`src/rtl/counter6_if.sv`:
```
// rtl/counter6_if.sv - count-enable/direction inputs and count output of counter6
interface counter6_if #(
    parameter int WIDTH = 6
);
    logic             trig;
    logic             ctrl;
    logic [WIDTH-1:0] count;

    // Side that steers the counter and observes its value
    modport master (
        output trig,
        output ctrl,
        input  count
    );

    // Side implemented by the counter itself
    modport slave (
        input  trig,
        input  ctrl,
        output count
    );
endinterface

```
`src/rtl/counter6.sv`:
```
// rtl/counter6.sv - WIDTH-bit up/down counter with enable and asynchronous active-low reset
module counter6 #(
    parameter int WIDTH = 6
) (
    input  logic      clk,
    input  logic      reset,
    counter6_if.slave bus
);

    localparam logic [WIDTH-1:0] ONE = WIDTH'(1);

    logic [WIDTH-1:0] count_q;
    logic [WIDTH-1:0] count_d;

    // Next value: step up or down when enabled, otherwise hold; arithmetic wraps naturally
    always_comb begin
        count_d = count_q;
        if (bus.trig) begin
            if (bus.ctrl) begin
                count_d = count_q - ONE;
            end else begin
                count_d = count_q + ONE;
            end
        end
    end

    // The only state in the block; reset clears it immediately, independent of clk
    always_ff @(posedge clk or negedge reset) begin
        if (!reset) begin
            count_q <= '0;
        end else begin
            count_q <= count_d;
        end
    end

    assign bus.count = count_q;

endmodule

```
`src/flat_wrapper.sv`:
```
// flat-port wrapper written by rule: the top's interface ports become plain ports
module counter6_flat 
#(
    parameter int WIDTH = 6
)
  (clk, reset, bus_trig, bus_ctrl, bus_count);
  counter6_if #(.WIDTH(WIDTH)) bus_i ();
  input  logic clk;
  input  logic reset;
  input wire logic [$bits(bus_i.trig)-1:0] bus_trig;
  input wire logic [$bits(bus_i.ctrl)-1:0] bus_ctrl;
  output wire logic [$bits(bus_i.count)-1:0] bus_count;
  assign bus_i.trig = bus_trig;
  assign bus_i.ctrl = bus_ctrl;
  assign bus_count = bus_i.count;
  counter6 #(.WIDTH(WIDTH)) u_core (.clk(clk), .reset(reset), .bus(bus_i));
endmodule
```
`config.mk`:
```
export PLATFORM = sky130hd
export DESIGN_NAME = counter6_flat
export DESIGN_NICKNAME = d
export VERILOG_FILES = /design/src/rtl/counter6_if.sv /design/src/rtl/counter6.sv /design/src/flat_wrapper.sv
export SDC_FILE = /design/constraint.sdc
export NUM_CORES = 1
export LEC_CHECK = 0
export BUFFER_PORTS_ARGS = -buffer_cell sky130_fd_sc_hd__buf_2
export CORE_AREA = 2 2 39 41
export CTS_BUF_LIST = sky130_fd_sc_hd__clkbuf_4
export DETAILED_ROUTE_END_ITERATION = 8
export DIE_AREA = 0 0 41 43
export SYNTH_ARGS = -nofsm -noshare
export SYNTH_HDL_FRONTEND = slang
export SYNTH_SLANG_ARGS = --single-unit
```
`constraint.sdc`:
```
create_clock -name clk -period 2.11 [get_ports clk]
set_clock_uncertainty 0.05 [all_clocks]
set_input_delay 0.211 -clock clk [delete_from_list [all_inputs] [get_ports clk]]
set_output_delay 0.211 -clock clk [all_outputs]
set_load 0.05 [all_outputs]
```
==> run summary <==
STATUS
---------------------------------------------------------------------------------------
Result of the run                                                             completed

TIMING
---------------------------------------------------------------------------------------
Final period utilization                                                         80.38%
Setup Viol. Count Final                                                               0
Measured slew at the worst slew-check pin                                     0.2500 ns
Post-Route Setup TNS                                                               0 ns
Post-layout min period                                                         1.696 ns
Final slew viol count                                                                 0
Worst slack on hold paths                                                     0.1977 ns
RSZ-0062 raised after global routing                                              false
Fmax                                                                         0.5896 GHz
Hold Fails Final Rpt                                                                  0
Worst slew margin relative to its limit                                          83.45%

CLOCK TREE
---------------------------------------------------------------------------------------
Quantity of gates resized following cts                                               0
Number of buffers created by CTS                                                      3
CTS sink cnt                                                                          6
Root Driver                                                                    clkbuf_4
Clock slew at the register clock pins of the worst setup and hold paths         0.05 ns
Number of H-tree levels                                                               1
Clock tree from TritonCTS                                                          done
Post-CTS setup buffer count                                                           0
Count of hold-fix buffers inserted at cts                                             1
Clk_lat worst skew                                                              0.24 ns
Max Root-Sink Buffers                                                                 2

FLOORPLANNING
---------------------------------------------------------------------------------------
Placement row count                                                                  14
Width of the die                                                                  41 µm
Boundary pin count                                                                   10
Die Area                                                                   0.001763 mm²
Effective utilization at floorplan                                               32.73%
Placeable core region                                                      0.001384 mm²
Vertical die dimension                                                            43 µm

ROUTING
---------------------------------------------------------------------------------------
Number of violations reported at the end of detailed-routing iteration 0              7
Vias post-DR                                                                        379
Routed WL                                                                        902 µm
DRC Markers                                                                           0
Mean routed wirelength per cell                                                12.36 µm
Via-per-instance ratio                                                            5.192
TritonRoute pass-1 iters                                                              4
DRT antenna net count                                                                 0

LOGIC SYNTHESIS
---------------------------------------------------------------------------------------
Count of warnings emitted by yosys                                                    0
Count of cell types in the netlist                                                   23
Main flop type after synthesis                                                  dfrtp_1
Asr flop ratio synth                                                             100.0%
Share of synthesized area occupied by flip-flops and latches                     33.15%
Post-Synthesis Mean Instance Area                                             10.07 µm²
Netlist area before placement                                                 452.9 µm²
Cell count after synthesis                                                           45
Post-Syn Nets                                                                        54
#FFs+latches synth                                                                    6
Number of enable flip-flop cells after synthesis                                      0

CRITICAL PATH
---------------------------------------------------------------------------------------
R2r worst-path depth                                                                  5
Required @ worst endpoint                                                       2.22 ns
Critical path class                                                        flip-flop to flip-flop
Capture point of the critical path                                         u_core.bus.count[5]
Max FO, Critical Path                                                                 3
Endpoint of the most critical register-to-register path                    u_core.bus.count[5]
Startpoint type of the worst setup path                                       flip-flop
Worst Setup End Kind                                                          flip-flop
Worst reg2reg path startpoint                                              u_core.bus.count[1]
Flop2flop setup slack                                                           0.41 ns
Source of the critical timing path                                         u_core.bus.count[1]
Worst endpoint data arrival time                                                1.80 ns

PLACEMENT
---------------------------------------------------------------------------------------
Placer congestion estimate                                                       0.7371
Final HPWL DP                                                                  689.2 µm
Port-buffer cells                                                                     9
# placed instances                                                                   69

GRT
---------------------------------------------------------------------------------------
Number of global-route vias before repair                                           357
Total routing usage reported by global routing                                   13.21%
Aggregate global routing overflow                                                     0
Global-route wire length before repair                                         1.545 mm
Antenna violations before repair                                                      0
Pin count of the biggest net entering global routing                                 10

FINISH
---------------------------------------------------------------------------------------
Final-stage net count                                                                68
Proportion of layout cells with a drive suffix above 1                           28.07%
Commonest cells after routing, fill and taps aside                         9 x buf_2, 6 x dfrtp_1, 5 x inv_1
Flip-flop count of the largest register, all copies and words added                   6
Synthesis-to-layout area growth                                                  20.44%
Filler cells                                                                        142
Most frequent standard cell in the layout excluding fill and tap cells            buf_2
Ant. Diodes                                                                           0
Number of standard cells in the layout, taps in and fillers out                      73

RUN
---------------------------------------------------------------------------------------
Number of max-cap violations                                                          0

HOLD PATH
---------------------------------------------------------------------------------------
Class of the worst hold path                                               input port to flip-flop

-- cell families (layout without fill, tap and decap cells) --
logic type | count (synthesis) | after routing | share of synthesized area, %
buffers and inverters | 6 | 18 | 5.248
xor gates and xnor gates | 3 | 3 | 5.802
AOI/OAI and AO/OA | 13 | 13 | 22.93
muxes | 3 | 3 | 7.182
adders and majority gates | 5 | 5 | 15.47
DFF | 6 | 6 | 33.15
and+or+nand+nor | 9 | 9 | 10.22
-- critical path, stage by stage, from the launching register on --
cell and delay (ns):
dfrtp_1 0.38, ha_1 0.32, a211o_1 0.31, a2111o_1 0.36, o21a_1 0.10, o2111ai_1 0.08
-- per-layer routing --
metal  wire length, µm  GRT usage, %  part of all wire (%)  vias up
li1                  -             -                     -      188
met2               414         18.44                    46       11
met5                 0             0                     0        -
met4                13         8.000                   1.4        0
met3                45         3.141                   5.0        2
met1               429         17.59                    48      178
-- layout make-up --
cell class / count / area, µm² / share of cell area [%]
clock buffer: 3 / 22.52 / 4.128
inverter: 5 / 18.77 / 3.440
multi-input combinational: 33 / 279.0 / 51.15
sequential: 6 / 150.1 / 27.52
timing repair buffer: 10 / 55.05 / 10.09
tap: 16 / 20.02 / 3.670
-- Yosys cell counts, types with 2 or more instances --
| cell type | count | share of area [%] |
|---|---|---|
| dfrtp_1 | 6 | 33 |
| inv_1 | 5 | 4.1 |
| ha_1 | 4 | 11 |
| nand2_1 | 4 | 3.3 |
| o21a_1 | 3 | 5.0 |
| a21o_2 | 2 | 3.9 |
| a21oi_1 | 2 | 2.2 |
| mux2_2 | 2 | 5.0 |
| nor3_1 | 2 | 2.2 |
| xnor2_1 | 2 | 3.9 |
-- stage by stage --
stage	area (µm²)	util [%]	worst slack, ns
global placement	513.0	37.07	0.4417
finish	545.5	39.42	0.4140
global route	545.5	39.42	0.2965
detailed placement	513.0	37.07	0.4077
CTS	545.5	39.42	0.3959
floorplan	452.9	-	0.2014
-- how the worst min path moves through the flow --
| stage | depth (start not counted) | slack, ns | to | from |
|---|---|---|---|---|
| 5_1_grt | 2 | 0.21 | u_core.bus.count[0] | bus_trig |
| 2_1_floorplan | 0 | -0.13 | u_core.bus.count[0] | reset |
| 3_3_place_gp | 1 | 0.002 | u_core.bus.count[1] | reset |
| 4_1_cts | 2 | 0.20 | u_core.bus.count[0] | bus_trig |
| 6_report | 2 | 0.20 | u_core.bus.count[0] | bus_trig |
| 3_5_place_dp | 1 | 0.0001 | u_core.bus.count[1] | reset |
Power is not shown: default switching activity piles up to over one toggle a cycle in this logic, so the estimate is an artifact.
